[config.mk]
export PLATFORM = sky130hd
export DESIGN_NAME = fetch_stage
export DESIGN_NICKNAME = d
export VERILOG_FILES = /design/src/rtl/fetch_stage_pkg.sv /design/src/rtl/fetch_perf_ctr.sv /design/src/rtl/fetch_stage.sv
export SDC_FILE = /design/constraint.sdc
export NUM_CORES = 1
export LEC_CHECK = 0
export ABC_CLOCK_PERIOD_IN_PS = 1900
export CAP_MARGIN = 25
export CORE_AREA = 2 2 68 119
export DETAILED_ROUTE_END_ITERATION = 7
export DIE_AREA = 0 0 70 121
export PLACE_DENSITY_LB_ADDON = 0.12
export SLEW_MARGIN = 10
export SYNTH_ARGS = -nofsm -noshare
export SYNTH_HDL_FRONTEND = slang
export SYNTH_SLANG_ARGS = --single-unit
export TNS_END_PERCENT = 50
[constraint.sdc]
create_clock -name clk -period 1.9 [get_ports clk]
set_input_delay 0.19 -clock clk [delete_from_list [all_inputs] [get_ports clk]]
set_output_delay 0.19 -clock clk [all_outputs]
set_load 0.01 [all_outputs]
[src/rtl/fetch_stage_pkg.sv]
// Shared types for the fetch stage: instruction/address widths, the PC step,
// the fetch FSM state encoding and a PC alignment helper.
// Optional feature macro used by importers: FETCH_PERF_EN (performance counters).
package fetch_stage_pkg;

    localparam int unsigned INSN_WIDTH      = 32;
    localparam int unsigned INSN_ADDR_WIDTH = 32;
    localparam logic [INSN_ADDR_WIDTH-1:0] PC_STEP = 32'd4;

    typedef logic [INSN_WIDTH-1:0]      InsnPath;
    typedef logic [INSN_ADDR_WIDTH-1:0] InsnAddrPath;

    typedef enum logic [0:0] {
        StBoot,
        StRun
    } fetch_state_e;

    // Word-align an address by clearing its byte offset bits.
    function automatic InsnAddrPath align_pc(input InsnAddrPath pc);
        return {pc[INSN_ADDR_WIDTH-1:2], 2'b00};
    endfunction

endpackage

[src/rtl/fetch_perf_ctr.sv]
// Fetch performance counters (instantiated only when FETCH_PERF_EN is defined).
// Ports:
//   clk_i          clock, rising edge
//   rst_i          synchronous active-high reset, clears both counters
//   run_i          fetch FSM is in RUN
//   valid_i        insn_valid from the fetch stage
//   stall_i        decode stall
//   fetch_cnt_o    number of handoffs (valid and not stalled), wraps at 2^32
//   bubble_cnt_o   RUN cycles with no valid instruction or with a stall, wraps at 2^32
module fetch_perf_ctr (
    input  logic        clk_i,
    input  logic        rst_i,
    input  logic        run_i,
    input  logic        valid_i,
    input  logic        stall_i,
    output logic [31:0] fetch_cnt_o,
    output logic [31:0] bubble_cnt_o
);

    logic [31:0] fetch_cnt_q, fetch_cnt_d;
    logic [31:0] bubble_cnt_q, bubble_cnt_d;

    always_comb begin
        fetch_cnt_d  = fetch_cnt_q;
        bubble_cnt_d = bubble_cnt_q;
        if (valid_i && !stall_i) begin
            fetch_cnt_d = fetch_cnt_q + 32'd1;
        end
        if (run_i && (!valid_i || stall_i)) begin
            bubble_cnt_d = bubble_cnt_q + 32'd1;
        end
    end

    always_ff @(posedge clk_i) begin
        if (rst_i) begin
            fetch_cnt_q  <= '0;
            bubble_cnt_q <= '0;
        end else begin
            fetch_cnt_q  <= fetch_cnt_d;
            bubble_cnt_q <= bubble_cnt_d;
        end
    end

    assign fetch_cnt_o  = fetch_cnt_q;
    assign bubble_cnt_o = bubble_cnt_q;

endmodule

[src/rtl/fetch_stage.sv]
// Instruction fetch stage with a one-cycle-latency instruction memory.
// The memory latches imem_addr at each rising edge and returns the data in the
// following cycle, so req_pc (what was latched) is the address of imem_insn.
// Optional feature: define FETCH_PERF_EN to add fetch_cnt / bubble_cnt outputs.
// Ports:
//   clk, rst             clock; synchronous active-high reset
//   imem_addr            next address for instruction memory
//   imem_insn            instruction memory read data
//   stall                decode cannot accept this cycle
//   redirect/redirect_pc taken branch/jump and its target
//   insn_out/pc_out      instruction and its address to decode
//   insn_valid           insn_out/pc_out are meaningful
//   misalign_err         sticky: a redirect target had non-zero bits [1:0]
//   fetch_cnt/bubble_cnt (FETCH_PERF_EN only) handoff and bubble counters
module fetch_stage
    import fetch_stage_pkg::*;
#(
    parameter InsnAddrPath RESET_PC = 32'h0000_0000
) (
    input  logic        clk,
    input  logic        rst,
    output InsnAddrPath imem_addr,
    input  InsnPath     imem_insn,
    input  logic        stall,
    input  logic        redirect,
    input  InsnAddrPath redirect_pc,
    output InsnPath     insn_out,
    output InsnAddrPath pc_out,
    output logic        insn_valid,
    output logic        misalign_err
`ifdef FETCH_PERF_EN
    ,
    output logic [31:0] fetch_cnt,
    output logic [31:0] bubble_cnt
`endif
);

    fetch_state_e state_q, state_d;
    InsnAddrPath  req_pc_q, req_pc_d;
    logic         misalign_q, misalign_d;

    always_comb begin
        state_d    = state_q;
        misalign_d = misalign_q;
        imem_addr  = RESET_PC;
        insn_valid = 1'b0;
        if (!rst) begin
            case (state_q)
                StBoot: begin
                    state_d = StRun;
                end
                StRun: begin
                    if (redirect) begin
                        // Current instruction is wrong-path; fetch the target instead.
                        imem_addr = align_pc(redirect_pc);
                        if (redirect_pc[1:0] != 2'b00) begin
                            misalign_d = 1'b1;
                        end
                    end else if (stall) begin
                        // Re-read the same word so insn_out holds steady.
                        imem_addr  = req_pc_q;
                        insn_valid = 1'b1;
                    end else begin
                        imem_addr  = req_pc_q + PC_STEP;
                        insn_valid = 1'b1;
                    end
                end
                default: begin
                    state_d = StBoot;
                end
            endcase
        end
    end

    // Memory latches imem_addr at the edge, so that becomes the next req_pc.
    assign req_pc_d = imem_addr;

    always_ff @(posedge clk) begin
        if (rst) begin
            state_q    <= StBoot;
            req_pc_q   <= RESET_PC;
            misalign_q <= 1'b0;
        end else begin
            state_q    <= state_d;
            req_pc_q   <= req_pc_d;
            misalign_q <= misalign_d;
        end
    end

    assign pc_out       = req_pc_q;
    assign insn_out     = imem_insn;
    assign misalign_err = misalign_q;

`ifdef FETCH_PERF_EN
    fetch_perf_ctr u_perf_ctr (
        .clk_i        (clk),
        .rst_i        (rst),
        .run_i        (state_q == StRun),
        .valid_i      (insn_valid),
        .stall_i      (stall),
        .fetch_cnt_o  (fetch_cnt),
        .bubble_cnt_o (bubble_cnt)
    );
`endif

endmodule

# After elaboration in Yosys (flattened, before gate mapping)
# Index checks and enable logic that the tools add are counted.
# totals
reg_bits	34
elab_cells	14
# classes
add_sub_neg	1
reduce_logical	2
muxes	8
# op_table
operator	n
two-way mux 32 bit	4
adder 32 x 3 -> 32 bit, second input constant	1
two-way mux 1 bit	4
AND reduction 3 bit	1
nonzero test 2 bit	1

# Longest topological paths before layout
# Gate-level depths: netlist (run 1).
# logic_depth
depth_word	5
depth_mapped	6

# Worst setup path after synthesis (run 1)
# No wires, ideal clock.
# synth_timing
path_type	register -> output
startpoint	reg req_pc_q[2] (netlist: pc_out[2])
endpoint	out imem_addr[22]
setup_slack_ns	-0.120
stages_incl_launch_ff	7
t_required_ns	1.710
t_arrival_ns	1.830
path_cell_list	dfxtp_1 -> ha_1 -> nand4b_4 -> nor4_4 -> buf_6 -> a41oi_2 -> a221o_1
# synth_via
elab_chain_len	5
# synth_lines
element	line_no	text
from (decl)	fetch_stage.sv:39	InsnAddrPath req_pc_q, req_pc_d;
from (signal assigned)	fetch_stage.sv:85	req_pc_q <= req_pc_d;
adder 32 x 3 -> 32 bit	fetch_stage.sv:64	imem_addr = req_pc_q + PC_STEP;
two-way mux 32 bit	fetch_stage.sv:59	end else if (stall) begin
two-way mux 32 bit	fetch_stage.sv:53	if (redirect) begin
two-way mux 32 bit	fetch_stage.sv:48	case (state_q)
two-way mux 32 bit	fetch_stage.sv:47	if (!rst) begin
to (decl)	fetch_stage.sv:22	output InsnAddrPath imem_addr,
# Every way passes these cells.

# Worst setup path in the final report (run 1)
# layout_timing
startpoint	reg req_pc_q[14] (netlist: pc_out[14])
endpoint	out imem_addr[18]
# Same word-level chain as after synthesis.

==> results of run 1 <==
==> flip-flops by register name, summed over array words and instances, names as in the netlist <==
signal	flops
misalign_err	1
pc_out	32
state_q	1
==> metrics by stage <==
step	utilization	hold WS (ns)	setup WS (ns)	instance area, µm²	setup TNS, ns
floorplan	-	0.259	0.0355	2360	0
global placement	0.513	0.380	-0.643	3830	-14.51
detailed placement	0.513	0.380	-0.665	3830	-15.11
CTS	0.582	0.380	-0.423	4350	-8.46
global route	0.610	0.264	-0.444	4550	-6.19
finish	0.610	0.232	-0.375	4550	-4.36
==> power by group <==
part,leakage [nW],switching (mW),total [mW],internal [mW]
clock,0.0832,0.312,0.906,0.594
combinational,1.80,0.182,0.440,0.258
sequential,0.285,0.0241,0.762,0.738
==> worst max-delay path, cell delays in order, from the launching register on <==
cell and delay (ns):
sky130_fd_sc_hd__dfxtp_2 0.35, sky130_fd_sc_hd__nand4_4 0.12, sky130_fd_sc_hd__buf_6 0.14, sky130_fd_sc_hd__nor4_4 0.34
sky130_fd_sc_hd__buf_4 0.19, sky130_fd_sc_hd__clkbuf_16 0.13, sky130_fd_sc_hd__buf_8 0.10, sky130_fd_sc_hd__and3_4 0.17
sky130_fd_sc_hd__a221o_1 0.13, sky130_fd_sc_hd__buf_2 0.12
==> cells by family after synthesis <==
| kind of cell | after synthesis | share of synthesized area |
|---|---|---|
| flops | 34 | 0.289 |
| xor+xnor | 13 | 0.0483 |
| buf+inv | 55 | 0.144 |
| fa+ha+maj | 1 | 0.00530 |
| compound gates | 82 | 0.250 |
| simple gates | 108 | 0.260 |
| mux | 1 | 0.00424 |
==> cell type report <==
cell class                      instances  area, µm²  share of cell area
Multi-Input combinational cell        205       1620               0.357
Tap cell                               88        110              0.0242
Clock buffer                            8        166              0.0365
Sequential cell                        34        709               0.156
Inverter                                7       26.3             0.00577
Timing Repair Buffer                  216       1920               0.421
==> per-layer routing <==
metal	vias to the layer above	track usage
li1	1432	-
met1	1400	0.187
met2	111	0.415
met3	30	0.0440
met4	0	0.0950
met5	-	0
==> worst max-delay path by stage <==
stage                    start  depth (start not counted)  slack [ns]             to
floorplan            pc_out[3]                          6        0.04  imem_addr[22]
global placement           rst                          6       -0.64  imem_addr[23]
detailed placement         rst                          6       -0.67  imem_addr[23]
CTS                 pc_out[15]                          8       -0.42  imem_addr[18]
global route        pc_out[14]                          9       -0.44  imem_addr[18]
finish              pc_out[14]                          9       -0.37  imem_addr[18]
==> cells in the mapped netlist (3+ instances only) <==
master and count:
sky130_fd_sc_hd__clkbuf_1 11, sky130_fd_sc_hd__and3_1 7, sky130_fd_sc_hd__and4_1 9, sky130_fd_sc_hd__o21ai_0 16, sky130_fd_sc_hd__nor3_1 5, sky130_fd_sc_hd__nor4_1 5, sky130_fd_sc_hd__xnor2_1 11, sky130_fd_sc_hd__a311oi_1 3
sky130_fd_sc_hd__a41oi_1 3, sky130_fd_sc_hd__nand3_1 8, sky130_fd_sc_hd__nand4_1 8, sky130_fd_sc_hd__inv_1 6, sky130_fd_sc_hd__a221o_1 14, sky130_fd_sc_hd__and2_1 5, sky130_fd_sc_hd__a31oi_1 5, sky130_fd_sc_hd__nor2_1 20
sky130_fd_sc_hd__buf_4 32, sky130_fd_sc_hd__buf_2 4, sky130_fd_sc_hd__o211ai_1 3, sky130_fd_sc_hd__a211oi_1 3, sky130_fd_sc_hd__a21oi_1 23, sky130_fd_sc_hd__nand2_1 28, sky130_fd_sc_hd__dfxtp_1 34, sky130_fd_sc_hd__a211o_1 4
==> what timing repair did <==
item	in CTS	in global routing
buffers inserted	25	8
pin swaps	23	20
endpoints found under the setup margin	33	38
resized for setup	116	80
gates cloned	1	0
==> summary.md, run 1 <==
| Metric | Value |
|---|---|
| Outcome | complete, but fails checks |
| Failing checks | negative setup slack |
| Syn_nets | 363 |
| Per-instance average area after synthesis | 8.02 µm² |
| Crit start category | flip-flop |
| Flip-flop and latch count after synthesis | 34 |
| Final number of hold-violating endpoints | 0 |
| Clock insertion delay at the later pin of the skew report | 0.28 ns |
| Wire length of the first global-routing pass | 13800 µm |
| Classification of the worst setup path | reg -> out |
| Number of global-route vias before repair | 2966 |
| Final weighted congestion in routability-driven placement | 0.765 |
| Mapped Cells | 294 |
| Length of routed met2 wiring | 5160 µm |
| DR WL met3 | 494 µm |
| Static Leakage | 2.17 nW |
| Post-route clock period utilization | 1.20 |
| Port buffer count | 101 |
| Number of ports placed on the die boundary | 166 |
| Arrival time at the worst endpoint | 2.08 ns |
| Number of nets in the final layout | 538 |
| Number of buffers added by the clock tree synthesis step | 5 |
| Commonest cells after routing, fill and taps aside | 92 x sky130_fd_sc_hd__buf_4, 65 x sky130_fd_sc_hd__clkdlybuf4s50_1, 26 x sky130_fd_sc_hd__nand2_1 |
| Chip Height | 121 µm |
| Highest signal layer in the routed design | met4 |
| Fraction of final layout cells with drive strength greater than 1 | 0.434 |
| Sort of element at the end of the critical path | primary output |
| Final setup violation count | 21 |
| Number of flops mapped to enable cells by yosys | 0 |
| Drt initial violations | 121 |
| Detail Placement HPWL | 6330 µm |
| Average wire per standard cell | 16.3 µm |
| Starting density of the core | 0.316 |
| Sequential-to-total area share from yosys stat | 0.289 |
| Number of fillers in the final layout | 679 |
| Worst Hold Path Cells | 3 |
| Fraction of registers with async set or reset after synthesis | 0 |
| Post-synth top area cell | sky130_fd_sc_hd__dfxtp_1 |
| Overall fraction of global-route tracks in use | 0.205 |
| Count of H-tree levels built during CTS | 2 |
| Number of cells traversed by the worst register-to-register path | 9 |
| Antenna violations before repair | 0 |
| Worst Hold Launch | rst |
| Post-synth design cell area | 0.00236 mm² |
| Max Cap Viol | 0 |
| Total congestion overflow after global routing | 0 |
| Distinct cell type count of the synthesized netlist | 47 |
| Warnings, synthesis | 0 |
| DR vias | 2973 |
| Area share of the leading cell type in the synthesized netlist | 0.289 |
| Number of clock sinks | 34 |
| Post-route met1 wirelength | 3160 µm |
| Power density cells | 463 mW/mm² |
| Drt drc | 0 |
| Standard cell core area | 0.00746 mm² |
| Required arrival time at the worst endpoint | 1.71 ns |
| Worst slew pin tran | 0.364 ns |
| End of the worst hold path | misalign_err |
| Min setup slack post-route | -0.375 ns |
| Pin count of the biggest net entering global routing | 23 |
| Number of max-slew violations in the final report | 0 |
| Highest ir drop seen on vdd | 0.000419 V |
| Crit Reg-Reg Endpoint | pc_out[18] |
| Synth-to-layout area growth | 93.1% |
| Clock slew at the register clock pins of the worst setup and hold paths | 0.06 ns |
| Post-synth top flop | sky130_fd_sc_hd__dfxtp_1 |
| Total length of routed wires | 9110 µm |
| Max Fanout on Critical Path | 5 |
| Most common library cell in the layout ignoring fill and taps | sky130_fd_sc_hd__buf_4 |
| CTS hold repair buffers | 0 |
| Worst r2r src | pc_out[14] |
| Maximum count of clock buffers along a single path | 2 |
| Cell count after placement | 516 |
| Post-DRT Antenna Nets | 0 |
| Power, Total | 2.11 mW |
| Final critical-path required period | 2.27 ns |
| Cell at the root of the clock tree | sky130_fd_sc_hd__clkbuf_16 |
| Class of the most critical hold timing path | in -> reg |
| Final instance count without filler cells | 558 |
| Minimum setup slack among reg-to-reg paths | 0.06 ns |
| TritonCTS clock tree | yes |
| Clock tree skew after final layout | 0.00709 ns |
| Per-cell via count in the routed design | 5.33 |
| First-pass DRT Iterations | 4 |
| Top area cells in the synthesized netlist | sky130_fd_sc_hd__dfxtp_1 29%, sky130_fd_sc_hd__buf_4 10%, sky130_fd_sc_hd__a221o_1 5.9% |
| Highest clock frequency the design can meet | 440 MHz |
| Unrepaired setup endpoints after global routing | true |
| Die area | 0.00847 mm² |
| Number of rows in the core area | 42 |
| Headroom to the max-slew limit | 0.757 |
| X dimension of the die | 70 µm |
| Ant. Diodes | 0 |
No activity file was read; power rests on OpenSTA's default activity.
==> run 2: changes to the inputs <==
- HOLD_SLACK_MARGIN: default -> 0.15
==> results of run 2 <==
Same layout as run 1: the final DEF is identical, and so are final timing and power.
==> run 3: changes to the inputs <==
- CTS_CLUSTER_DIAMETER: default -> 120
==> results of run 3 <==
Same layout as run 1: the final DEF is identical, and so are final timing and power.
